===== src/rtl/memory_arbiter_pkg.sv =====
// Shared port ids, default widths and the response owner tag for memory_arbiter.
package memory_arbiter_pkg;

  localparam logic PORT_FETCH = 1'b0;
  localparam logic PORT_DATA  = 1'b1;

  localparam int DEFAULT_ADDR_WIDTH = 32;
  localparam int DEFAULT_DATA_WIDTH = 32;

  // Remembers which port owns the Ram read that returns next cycle.
  typedef struct packed {
    logic vld;
    logic port_id;
  } owner_tag_t;

endpackage


===== src/rtl/memory_arbiter_rr_arbiter2.sv =====
// Two-way arbiter, round-robin or port-0-fixed; grant is combinational from requests.
// Grants are forced low during reset; last_grant tracks the most recent winner.
module rr_arbiter2
  import memory_arbiter_pkg::*;
#(
  parameter int FixedPriority = 0
) (
  input  logic       clock_i,
  input  logic       reset_i,
  input  logic [1:0] req_i,
  output logic [1:0] gnt_o
);

  logic last_grant_q;
  logic last_grant_d;

  always_comb begin
    gnt_o        = 2'b00;
    last_grant_d = last_grant_q;
    if (!reset_i) begin
      if (req_i == 2'b11) begin
        // On a tie the port that did not win last goes first, unless port 0 is fixed.
        if (FixedPriority != 0 || last_grant_q == PORT_DATA) begin
          gnt_o = 2'b01;
        end else begin
          gnt_o = 2'b10;
        end
      end else begin
        gnt_o = req_i;
      end
    end
    if (gnt_o[1]) begin
      last_grant_d = PORT_DATA;
    end else if (gnt_o[0]) begin
      last_grant_d = PORT_FETCH;
    end
  end

  always_ff @(posedge clock_i or posedge reset_i) begin
    if (reset_i) begin
      last_grant_q <= PORT_DATA;
    end else begin
      last_grant_q <= last_grant_d;
    end
  end

endmodule


===== src/rtl/memory_arbiter.sv =====
// Shares one single-cycle Ram between fetch and data read ports; responses arrive one cycle after transfer.
// Requests are held off via ready; responses are never backpressured.
module memory_arbiter
  import memory_arbiter_pkg::*;
#(
  parameter int AddressWidth  = DEFAULT_ADDR_WIDTH,
  parameter int DataWidth     = DEFAULT_DATA_WIDTH,
  parameter int FixedPriority = 0
) (
  input  logic                    clock_i,
  input  logic                    reset_i,
  input  logic                    req0_valid_i,
  input  logic [AddressWidth-1:0] req0_address_i,
  output logic                    req0_ready_o,
  output logic                    rsp0_valid_o,
  output logic [DataWidth-1:0]    rsp0_data_o,
  input  logic                    req1_valid_i,
  input  logic [AddressWidth-1:0] req1_address_i,
  output logic                    req1_ready_o,
  output logic                    rsp1_valid_o,
  output logic [DataWidth-1:0]    rsp1_data_o,
  output logic                    ram_read_enable_o,
  output logic [AddressWidth-1:0] ram_address_o,
  input  logic [DataWidth-1:0]    ram_data_i
);

  logic [1:0] gnt;
  owner_tag_t tag_q;
  owner_tag_t tag_d;

  rr_arbiter2 #(
    .FixedPriority(FixedPriority)
  ) u_rr_arbiter2 (
    .clock_i (clock_i),
    .reset_i (reset_i),
    .req_i   ({req1_valid_i, req0_valid_i}),
    .gnt_o   (gnt)
  );

  always_comb begin
    req0_ready_o      = gnt[0];
    req1_ready_o      = gnt[1];
    ram_read_enable_o = |gnt;
    ram_address_o     = '0;
    if (gnt[0]) begin
      ram_address_o = req0_address_i;
    end else if (gnt[1]) begin
      ram_address_o = req1_address_i;
    end
    tag_d.vld     = |gnt;
    tag_d.port_id = gnt[1] ? PORT_DATA : PORT_FETCH;

    // Ram data is steered only to the tagged owner; the other port reads zero.
    rsp0_valid_o = tag_q.vld && (tag_q.port_id == PORT_FETCH);
    rsp1_valid_o = tag_q.vld && (tag_q.port_id == PORT_DATA);
    rsp0_data_o  = rsp0_valid_o ? ram_data_i : '0;
    rsp1_data_o  = rsp1_valid_o ? ram_data_i : '0;
  end

  always_ff @(posedge clock_i or posedge reset_i) begin
    if (reset_i) begin
      tag_q <= '0;
    end else begin
      tag_q <= tag_d;
    end
  end

endmodule


===== config.mk =====
export PLATFORM = sky130hd
export DESIGN_NAME = memory_arbiter
export DESIGN_NICKNAME = d
export VERILOG_FILES = /design/src/rtl/memory_arbiter_pkg.sv /design/src/rtl/memory_arbiter_rr_arbiter2.sv /design/src/rtl/memory_arbiter.sv
export SDC_FILE = /design/constraint.sdc
export NUM_CORES = 1
export LEC_CHECK = 0
export ABC_AREA = 1
export CAP_MARGIN = 10
export CORE_AREA = 2 2 78 80
export DETAILED_ROUTE_END_ITERATION = 8
export DIE_AREA = 0 0 80 82
export HOLD_SLACK_MARGIN = 0.06
export PLACE_DENSITY_LB_ADDON = 0.12
export SYNTH_ARGS = -nofsm -noshare
export SYNTH_HDL_FRONTEND = slang
export SYNTH_HIERARCHICAL = 1
export SYNTH_SLANG_ARGS = --single-unit

===== constraint.sdc =====
create_clock -name clock_i -period 2.2 [get_ports clock_i]
set_input_delay 0.44 -clock clock_i [delete_from_list [all_inputs] [get_ports clock_i]]
set_output_delay 0.44 -clock clock_i [all_outputs]
set_load 0.05 [all_outputs]

# After elaboration in Yosys (flattened, before gate mapping)
# Index checks and enable logic that the tools add are counted.
# totals
in_bits,100
memories,0
rom_bits,0
out_inout_bits,101
elab_cells,19
reg_bits,3
ramBits,0
latchBits,0
# classes
bitwise,1
addsub,0
multipliers,0
n_eq_ne,1
div_mod_pow,0
order_cmp,0
n_reduce_logical,4
shifts,0
n_mux,10
# op_table
cell,n
2-to-1 mux 32 bit,4
2-to-1 mux 2 bit,3
2-to-1 mux 1 bit,3
equality test 2 bit (second input constant),1
logical AND 1 bit,2
nonzero test 2 bit,1
OR reduction 2 bit,1
inverter 1 bit,1

# Logic depth before layout (Yosys ltp)
# Gate-level depths: netlist of run 1.
# logic_depth
word_depth,5
mapped_depth,8
mapped_depth_nobuf,6

# Modules after synthesis
# Netlist of run 1, hierarchy kept.
# modules_own_cells
module,seq_area_each_um2,n_inst,cells_each,area_each_um2
memory_arbiter,50.0,1,219,1034.7
rr_arbiter2,26.3,1,11,76.3

# Worst setup path before layout of run 1
# Ideal clock, no wire load.
# synth_path
path_type,reg2out
from,register u_rr_arbiter2.last_grant_q
to,output ram_address_o[0]
path_stages_with_launch,7
path_slack_ps,-84
t_arrival_ps,1844
required_time_ps,1760
n_path_buf,2
cell_sequence,dfstp_2 -> inv_1 -> a21oi_2 -> buf_6 -> buf_4 -> nand2_1 -> nand2_1
# synth_via
elab_cells_between_ends,5
classes_between,mux (5)
# synth_rtl
item,line,text
from (decl),memory_arbiter_rr_arbiter2.sv:14,logic last_grant_q;
from (signal assigned),memory_arbiter_rr_arbiter2.sv:43,last_grant_q <= last_grant_d;
2-to-1 mux 2 bit,memory_arbiter_rr_arbiter2.sv:23,if (FixedPriority != 0 || last_grant_q == PORT_DATA) begin
2-to-1 mux 2 bit,memory_arbiter_rr_arbiter2.sv:21,if (req_i == 2'b11) begin
2-to-1 mux 2 bit,memory_arbiter_rr_arbiter2.sv:20,if (!reset_i) begin
named net req0_ready_o,memory_arbiter.sv:14,"output logic req0_ready_o,"
2-to-1 mux 32 bit,memory_arbiter.sv:45,if (gnt[0]) begin
to (decl),memory_arbiter.sv:23,"output logic [AddressWidth-1:0] ram_address_o,"
# The timed path passes the listed nets, and every way through them passes these cells.

# Worst setup path in the final report of run 1
# layout_path
from,register u_rr_arbiter2.last_grant_q
to,output ram_address_o[8]
# layout_via
elab_chain_cells,5
# layout_lines
item,line,text
2-to-1 mux 2 bit *,memory_arbiter_rr_arbiter2.sv:23,
2-to-1 mux 2 bit *,memory_arbiter_rr_arbiter2.sv:21,
2-to-1 mux 2 bit *,memory_arbiter_rr_arbiter2.sv:20,
2-to-1 mux 32 bit,memory_arbiter.sv:47,end else if (gnt[1]) begin
2-to-1 mux 32 bit *,memory_arbiter.sv:45,
# Every way passes the cells marked *; elsewhere a longest branch is shown, timed or not.

==> results.sh, run 1 <==
export IMPL_crit_path_frequent_cell="buf_12"
export IMPL_hold_class="in2async"
export IMPL_layout_drive_gt1_share_pct=33.8
export IMPL_final_setup_viol_count=0
export IMPL_synth_fa_ha_area_share_pct=0
export IMPL_ir_drop_mv=0.272
export IMPL_layout_commonest_cell="buf_12"
export IMPL_fin_crit_ps=2140
export IMPL_grt_pass1_wl_microns=10100
export IMPL_cts_sinks=3
export IMPL_cpPeakStageDelay_ps=540
export IMPL_dpl_cell_area_sq_mm=0.00417
export IMPL_clk_latency_ps=230
export IMPL_path_cells="inv_1 -> a21oi_4 -> buf_12 -> bufbuf_16 -> nand2_1 -> nand2_2 -> buf_12"
export IMPL_yosys_area_share_simple_pct=65.4
export IMPL_fin_crit_sh_pct=97.3
export IMPL_timing_fmax_ghz=0.467
export IMPL_synthXorXnorAreaFrac_pct=0
export IMPL_areaGrowthSynthToFinish_pct=295
export IMPL_globalplace_congestion=0.756
export IMPL_start_util_pct=19.3
export IMPL_p_leak_nw=2.07
export IMPL_clockBufferDepth=2
export IMPL_rsz0062_at_grt="no"
export IMPL_final_nets=533
export IMPL_path_buf_inv=4
export IMPL_grt_max_degree=34
export IMPL_final_cell_mix="buf_12, clkdlybuf4s50_1, nor2_1"
export IMPL_ys_ff_latch=3
export IMPL_worstSetupStartpoint="u_rr_arbiter2/last_grant_q$_DFFE_PP1P_"
export IMPL_stdcell_area_sq_mm=0.00439
export IMPL_htreeDepth=1
export IMPL_ys_seq_area_share_pct=6.87
export IMPL_first_pass_iters=4
export IMPL_critPathTopFamily="buffers and inverters"
export IMPL_syn_num_nets=330
export IMPL_nFillCells=396
export IMPL_register_area_sq_um=76.3
export IMPL_wl_per_cell_microns=13.6
export IMPL_num_vias=2152
export IMPL_hold_viol_final=0
export IMPL_synthCells=230
export IMPL_grt_overflow=0
export IMPL_cts_root_buf="clkbuf_8"
export IMPL_die_y_microns=82
export IMPL_required_ps=1760
export IMPL_synth_top_area_share_pct=23.3
export IMPL_power_density_mw_per_mm2=344
export IMPL_path_class="reg2out"
export IMPL_tightest_slew_ps=339
export IMPL_synth_area_per_cell_sq_um=4.83
export IMPL_synth_compound_area_share_pct=0.788
export IMPL_antenna_cells=0
export IMPL_hpwl_microns=5680
export IMPL_drt_iter0_drc=40
export IMPL_vias_per_cell=4.24
export IMPL_endpoint_kind="output port"
export IMPL_synth_area_leaders="nand2_1, nor2_1, inv_1, nand3_1, nand3_2"
export IMPL_ys_types=15
export IMPL_synth_top_family_by_area="simple AND/OR/NAND/NOR gates"
export IMPL_yosysWarnings=6
export IMPL_slew_headroom_pct=77.4
export IMPL_outcome="completed"
export IMPL_ioPinCount=201
export IMPL_worst_ep_arrival_time_ps=1700
export IMPL_path_clk_slew_ps=30
export IMPL_multi_input_area_sq_um=771
export IMPL_drc_errors=0
export IMPL_cts_buffers=3
export IMPL_synth_area_leader_cell="nand2_1"
export IMPL_grt_total_usage_pct=19.3
export IMPL_cap_violations=0
export IMPL_die_x_microns=80
export IMPL_critPathSlowestCell="dfstp_2"
export IMPL_synth_mux_area_fraction_pct=0
export IMPL_cp_start_kind="flop"
export IMPL_core_sq_mm=0.00575
export IMPL_cts_tree="done"
export IMPL_grt_pass1_vias=2080
export IMPL_regToRegStartpoint="u_rr_arbiter2/last_grant_q$_DFFE_PP1P_"
export IMPL_finalPower_mw=1.51
export IMPL_placementRows=28
export IMPL_syn_area_sq_mm=0.00111
export IMPL_worst_path_max_fanout=6
export IMPL_maxSlewViolCount=0
export IMPL_portBuffers=200
export IMPL_ant_nets=0
export IMPL_wirelength_microns=6910
export IMPL_skew_ps=1.25
export IMPL_die_area_sq_mm=0.00656
export IMPL_antenna_found_initial=0
synthesized netlist by cell type:
cell,number
nand3_1,23
nand2_1,69
buf_6,5
buf_4,9
a21oi_2,1
nand3_2,10
nor2_1,64
nand2_2,1
inv_6,1
inv_2,1
buf_2,4
inv_1,38
dfstp_2,1
dfrtp_1,2
or2_2,1
worst register-to-register path: stages (launching register included):
cell     delay, ps
dfstp_2        540
nand2_1         60
nand3_1        100
inv_2           80
or2_2          340
flip-flops by register name, indices dropped and copies added, names as in the netlist:
name and flops:
u_rr_arbiter2/last_grant_q 1, tag_q 2
cells by family after synthesis:
family	Yosys count
AO/OA/AOI/OAI	1
buffers and inverters	58
flip-flops	3
AND/OR/NAND/NOR	168
final cells by class:
class	instances	area share [%]
clock buffers	4	1.03
inverters	40	3.71
multi-input cells	169	17.6
flip-flops and latches	3	1.74
well taps	75	2.14
repair buffers	216	73.8
per-stage QoR:
stage | worst slack (ps) | hold slack [ps] | util, % | TNS [ps] | instances
detailed placement | -116 | 473 | 72.6 | -2120 | 497
floorplan | 111 | 181 | - | 0 | 230
finish | 59.7 | 224 | 76.3 | 0 | 507
CTS | 10.7 | 228 | 75.4 | 0 | 505
global placement | -78.4 | 462 | 72.6 | -1480 | 497
global route | 0.849 | 253 | 76.3 | 0 | 507
power by group:
part           internal [mW]  leakage, nW  switching [mW]
registers             0.0634       0.0361         0.00373
logic                  0.629         2.02           0.642
clock network          0.124       0.0228          0.0471
timing repair:
item	CTS	global route
resized for setup	15	3
pin swaps	1	2
hold buffers	0	0
endpoints found under the setup margin	32	7
buffers inserted	2	2
cloned	2	0
layer usage:
layer	vias to the layer above	global-route usage [%]	wire, microns	share of wire, %
met5	-	0	0	0
met4	0	4.75	83	1.2
met3	7	6.81	752	11
met2	129	38.5	3780	55
met1	946	18.8	2290	33
li1	1070	-	-	-
final timing paths:
| path | endpoint | cells past startpoint | slack (ps) |
|---|---|---|---|
| setup / recovery | ram_address_o[8] | 7 | 60 |
| min in group clock_i | u_rr_arbiter2/last_grant_q$_DFFE_PP1P_ | 2 | 480 |
| setup reg to reg | tag_q[1]$_DFF_PP0_ | 4 | 940 |
| hold / removal | tag_q[1]$_DFF_PP0_ | 2 | 220 |
| max in group asynchronous | u_rr_arbiter2/last_grant_q$_DFFE_PP1P_ | 4 | 1580 |
| hold reg to reg | u_rr_arbiter2/last_grant_q$_DFFE_PP1P_ | 2 | 480 |
No activity file was read; power rests on OpenSTA's default activity.
==> run 2, diff against run 1 <==
CORE_AREA = not set   (was 2 2 78 80)
CORE_ASPECT_RATIO = 0.9   (was not set)
CORE_MARGIN = 2   (was not set)
CORE_UTILIZATION = 21   (was not set)
DIE_AREA = not set   (was 0 0 80 82)
==> run 2 against run 1 <==
Flip-flop and latch count is the same. Clock skew grew 3.5 ps. Sequential share of layout area about the same. Wire length increased by 1.7%. Cell area fell by 0.37%. Register-to-register slack gained 30 ps. Sequential power grew 0.7%. Power is 1.1% lower. Largest power group unchanged. Combinational power about the same. Non-clock buffer count shrank 2. Clock-buffer cell count stayed put.
==> results.sh, run 2 (synthesis gave the netlist of run 1 again) <==
export IMPL_outcome="completed"
export IMPL_dpl_cell_area_sq_mm=0.00414
export IMPL_first_pass_iters=5
export IMPL_cts_root_buf="clkbuf_8"
export IMPL_final_cell_mix="buf_12, clkdlybuf4s50_1, nor2_1"
export IMPL_tightest_slew_ps=339
export IMPL_use_met3_pct=9.28
export IMPL_die_x_microns=80.7
export IMPL_pwr_share_comb_pct=84.9
export IMPL_hold_class="in2async"
export IMPL_placementRows=25
export IMPL_grt_pass1_vias=2138
export IMPL_cts_tree="done"
export IMPL_p_int_mw=0.807
export IMPL_power_frac_clock_pct=10.6
export IMPL_met2_usage_pct=44.1
export IMPL_stdcell_area_sq_mm=0.00437
export IMPL_worst_ep_arrival_time_ps=1600
export IMPL_use_met1_pct=20.7
export IMPL_num_vias=2177
export IMPL_drt_iter0_drc=45
export IMPL_antenna_found_initial=0
export IMPL_die_area_sq_mm=0.00589
export IMPL_hpwl_microns=5700
export IMPL_endpoint_kind="output port"
export IMPL_drc_errors=0
export IMPL_slew_headroom_pct=77.4
export IMPL_core_sq_mm=0.00519
export IMPL_ant_nets=0
export IMPL_rsz0062_at_grt="no"
export IMPL_sw_frac_of_total_pct=45.9
export IMPL_layout_commonest_cell="buf_12"
export IMPL_path_clk_slew_ps=30
export IMPL_p_leak_nw=2.05
export IMPL_power_density_mw_per_mm2=342
export IMPL_portBuffers=200
export IMPL_fin_crit_ps=2040
export IMPL_final_nets=531
export IMPL_required_ps=1760
export IMPL_nFillCells=318
export IMPL_grt_total_usage_pct=22.5
export IMPL_final_util_pct=84.1
export IMPL_final_setup_viol_count=0
export IMPL_areaGrowthSynthToFinish_pct=293
export IMPL_clockBufferDepth=2
export IMPL_fin_cells=497
export IMPL_hold_viol_final=0
export IMPL_wirelength_microns=7030
export IMPL_grt_busiest_layer="met2"
export IMPL_whs_ps=118
export IMPL_htreeDepth=1
export IMPL_worst_path_max_fanout=13
export IMPL_timing_fmax_ghz=0.491
export IMPL_largest_register="tag_q"
export IMPL_p_seq_share_pct=4.5
export IMPL_grt_pass1_wl_microns=10300
export IMPL_fin_crit_sh_pct=92.5
export IMPL_ir_drop_mv=0.294
export IMPL_skew_ps=4.77
export IMPL_globalplace_congestion=0.706
export IMPL_multi_input_area_sq_um=811
export IMPL_die_y_microns=73.0
export IMPL_maxSlewViolCount=0
export IMPL_wl_per_cell_microns=14.1
export IMPL_cts_buffers=3
export IMPL_layout_drive_gt1_share_pct=37.2
export IMPL_ioPinCount=201
export IMPL_cap_violations=0
export IMPL_largest_reg_flops=2
export IMPL_grt_overflow=0
export IMPL_cp_start_kind="flop"
export IMPL_register_area_sq_um=76.3
export IMPL_dp_cells=487
export IMPL_vias_per_cell=4.38
export IMPL_grt_max_degree=34
export IMPL_path_class="reg2out"
export IMPL_start_util_pct=21.4
export IMPL_switchingPower_mw=0.686
export IMPL_cts_sinks=3
export IMPL_reg_top3="tag_q (2), u_rr_arbiter2/last_grant_q (1)"
export IMPL_antenna_cells=0
export IMPL_hold_buffers=0
export IMPL_clk_latency_ps=220
run 2: cell type report:
cell class                 count  area share [%]
clock buffer                   4            1.03
sequential                     3            1.75
inverter                      40            3.81
multi-input combinational    169            18.6
tap                           67            1.92
timing repair buffer         214            72.9
run 2: path summary, 6_finish.rpt:
path	cells after the start	slack, ps	to	startpoint
worst max-delay path	8	160	ram_address_o[23]	u_rr_arbiter2/last_grant_q$_DFFE_PP1P_
worst min-delay path	2	120	tag_q[0]$_DFF_PP0_	reset_i
worst max register to register	4	970	tag_q[1]$_DFF_PP0_	u_rr_arbiter2/last_grant_q$_DFFE_PP1P_
worst min register to register	2	480	u_rr_arbiter2/last_grant_q$_DFFE_PP1P_	u_rr_arbiter2/last_grant_q$_DFFE_PP1P_
max in group asynchronous	3	1800	u_rr_arbiter2/last_grant_q$_DFFE_PP1P_	reset_i
min in group clock_i	2	480	u_rr_arbiter2/last_grant_q$_DFFE_PP1P_	u_rr_arbiter2/last_grant_q$_DFFE_PP1P_
run 2: metal layers:
| metal | wire length [microns] | vias to the layer above |
|---|---|---|
| met3 | 846 | 10 |
| met1 | 2130 | 972 |
| met4 | 138 | 0 |
| li1 | - | 1069 |
| met5 | 0 | - |
| met2 | 3910 | 126 |
run 2: through the flow:
| step | setup slack [ps] | total power [mW] | setup TNS (ps) |
|---|---|---|---|
| floorplan | 111 | 0.616 | 0 |
| global placement | -57.9 | 1.28 | -1670 |
| detailed placement | -99.3 | 1.30 | -2370 |
| CTS | -11.1 | 1.49 | -61.7 |
| global route | 99.1 | 1.55 | 0 |
| finish | 165 | 1.49 | 0 |
run 2: timing repair:
item	CTS	global route
pin swaps	0	3
gates resized for setup	28	7
cloned	1	0
setup endpoints to repair	32	34
buffers inserted	4	1
run 2: critical path, cell delays in order (launching register included):
cell	delay, ps
dfstp_2	540
nand2_1	50
nand3_1	90
inv_2	70
buf_12	130
buf_16	140
nand3_1	110
nand2_2	90
buf_12	150
run 2: power by group through the flow:
| stage | clock network [mW] | logic, mW | registers [mW] |
|---|---|---|---|
| floorplan | 0 | 0.549 | 0.0666 |
| finish | 0.158 | 1.27 | 0.0677 |
| global route | 0.165 | 1.32 | 0.0685 |
| CTS | 0.159 | 1.27 | 0.0675 |
| global placement | 0 | 1.21 | 0.0672 |
| detailed placement | 0 | 1.23 | 0.0680 |
==> run 3, diff against run 2 <==
CORE_AREA = 2 2 78 80   (was not set)
CORE_ASPECT_RATIO = not set   (was 0.9)
CORE_MARGIN = not set   (was 2)
CORE_UTILIZATION = not set   (was 21)
DIE_AREA = 0 0 80 82   (was not set)
SKIP_CTS_REPAIR_TIMING = 1   (was not set)
==> run 3 against run 2 <==
Clock power rose by 4%. Sequential power fell by 0.9%. Clock skew down 1.4 ps. Fmax rose by 0.21%. Utilization fell by 8.1 points. Die area grew 11%. Sequential share of layout area hardly changed. Clock-buffer cell count is the same. Combinational power about the same. Register-to-register slack worse by 70 ps. Cell count rose by 1.6%. Setup slack better by 4.2 ps. Largest cell class unchanged.
==> results.sh, run 3 (synthesis gave the netlist of run 1 again) <==
export IMPL_vias_per_cell=4.26
export IMPL_power_density_mw_per_mm2=342
export IMPL_first_pass_iters=4
export IMPL_reg_top3="tag_q (2), u_rr_arbiter2/last_grant_q (1)"
export IMPL_ioPinCount=201
export IMPL_antenna_cells=0
export IMPL_grt_total_usage_pct=18.4
export IMPL_wirelength_microns=6940
export IMPL_outcome="completed"
export IMPL_fin_crit_sh_pct=92.3
export IMPL_globalplace_congestion=0.756
export IMPL_fin_ws_ps=169
export IMPL_whs_ps=122
export IMPL_met3_length_microns=706
export IMPL_final_setup_viol_count=0
export IMPL_grt_max_degree=34
export IMPL_fin_cells=505
export IMPL_grt_pass1_wl_microns=9660
export IMPL_path_clk_slew_ps=30
export IMPL_p_leak_nw=2.07
export IMPL_ant_nets=0
export IMPL_timing_fmax_ghz=0.492
export IMPL_final_util_pct=76.1
export IMPL_start_util_pct=19.3
export IMPL_skew_ps=3.41
export IMPL_die_x_microns=80
export IMPL_fin_crit_ps=2030
export IMPL_drt_iter0_drc=35
export IMPL_hpwl_microns=5680
export IMPL_final_cell_mix="buf_12, clkdlybuf4s50_1, nor2_1"
export IMPL_tightest_slew_ps=338
export IMPL_cts_root_buf="clkbuf_8"
export IMPL_register_area_sq_um=76.3
export IMPL_wl_per_cell_microns=13.7
export IMPL_wirelength_met1_microns=2350
export IMPL_grt_overflow=0
export IMPL_worst_ep_arrival_time_ps=1590
export IMPL_cts_sinks=3
export IMPL_required_ps=1760
export IMPL_num_vias=2153
export IMPL_antenna_found_initial=0
export IMPL_worstSetupStartpoint="u_rr_arbiter2/last_grant_q$_DFFE_PP1P_"
export IMPL_largest_register="tag_q"
export IMPL_die_y_microns=82
export IMPL_drc_errors=0
export IMPL_cts_tree="done"
export IMPL_wl_met2_microns=3810
export IMPL_htreeDepth=1
export IMPL_clk_latency_ps=220
export IMPL_maxSlewViolCount=0
export IMPL_dp_cells=497
export IMPL_cap_violations=0
export IMPL_slew_headroom_pct=77.5
export IMPL_multi_input_area_sq_um=788
export IMPL_clockBufferDepth=2
export IMPL_cts_buffers=3
export IMPL_r2r_setup_slack_ps=900
export IMPL_areaGrowthSynthToFinish_pct=293
export IMPL_die_area_sq_mm=0.00656
export IMPL_cp_start_kind="flop"
export IMPL_reg2reg_to="tag_q[1]$_DFF_PP0_"
export IMPL_regToRegStartpoint="u_rr_arbiter2/last_grant_q$_DFFE_PP1P_"
export IMPL_nFillCells=405
export IMPL_ir_drop_mv=0.270
export IMPL_hold_viol_final=0
export IMPL_layout_commonest_cell="buf_12"
export IMPL_placementRows=28
export IMPL_place_ws_ps=-116
export IMPL_path_class="reg2out"
export IMPL_hold_class="in2async"
export IMPL_final_nets=531
export IMPL_layout_drive_gt1_share_pct=35.6
export IMPL_rsz0062_at_grt="no"
export IMPL_worst_path_max_fanout=8
export IMPL_grt_pass1_vias=2030
export IMPL_routed_top_layer="met4"
export IMPL_portBuffers=200
export IMPL_critPathCapture="ram_address_o[16]"
export IMPL_core_sq_mm=0.00575
export IMPL_largest_reg_flops=2
export IMPL_reg2reg_depth=4
export IMPL_endpoint_kind="output port"
-- run 3: changes by cell type in the layout (fill, tap and decap cells not counted), sizes merged --
cell and change:
buf -2, clkbuf +2, dlygate4sd2 -1, dlymetal6s2s +1
-- run 3: cell type report --
class / count / share of cell area, %
tap: 75 / 2.15
clock buffer: 4 / 1.03
multi-input combinational: 169 / 18.0
timing repair buffer: 214 / 73.2
sequential: 3 / 1.75
inverter: 40 / 3.81
-- run 3: through the flow --
step           TNS [ps]  instance area [sq um]  total power, mW
6_report              0                   4370             1.50
3_5_place_dp      -2120                   4170             1.30
3_3_place_gp      -1480                   4170             1.29
2_1_floorplan         0                   1120            0.616
4_1_cts           -2370                   4210             1.48
5_1_grt               0                   4370             1.56
-- run 3: worst min-delay path by stage --
stage          slack (ps)                                     end                              startpoint
3_5_place_dp          470  u_rr_arbiter2/last_grant_q$_DFFE_PP1P_  u_rr_arbiter2/last_grant_q$_DFFE_PP1P_
3_3_place_gp          460  u_rr_arbiter2/last_grant_q$_DFFE_PP1P_  u_rr_arbiter2/last_grant_q$_DFFE_PP1P_
4_1_cts               420                      tag_q[1]$_DFF_PP0_                                 reset_i
6_report              120                      tag_q[1]$_DFF_PP0_                                 reset_i
5_1_grt               140                      tag_q[1]$_DFF_PP0_                                 reset_i
2_1_floorplan         180                      tag_q[0]$_DFF_PP0_                                 reset_i
-- run 3: worst max-delay path, cell delays in order, from the launching register on --
cell and delay (ps):
dfstp_2 540, inv_1 70, a21oi_4 140, buf_12 170, clkbuf_16 150, nand2_1 50
nand2_1 100, buf_12 140
-- run 3: where the power goes --
part | internal (mW) | leakage (nW) | switching, mW
sequential | 0.0634 | 0.0361 | 0.00369
combinational | 0.620 | 2.01 | 0.644
clock | 0.124 | 0.0228 | 0.0406
-- run 3: per-layer routing --
layer	up-vias	track usage [%]
met5	-	0
met2	126	36.5
li1	1068	-
met1	953	17.8
met4	0	4.41
met3	6	6.81
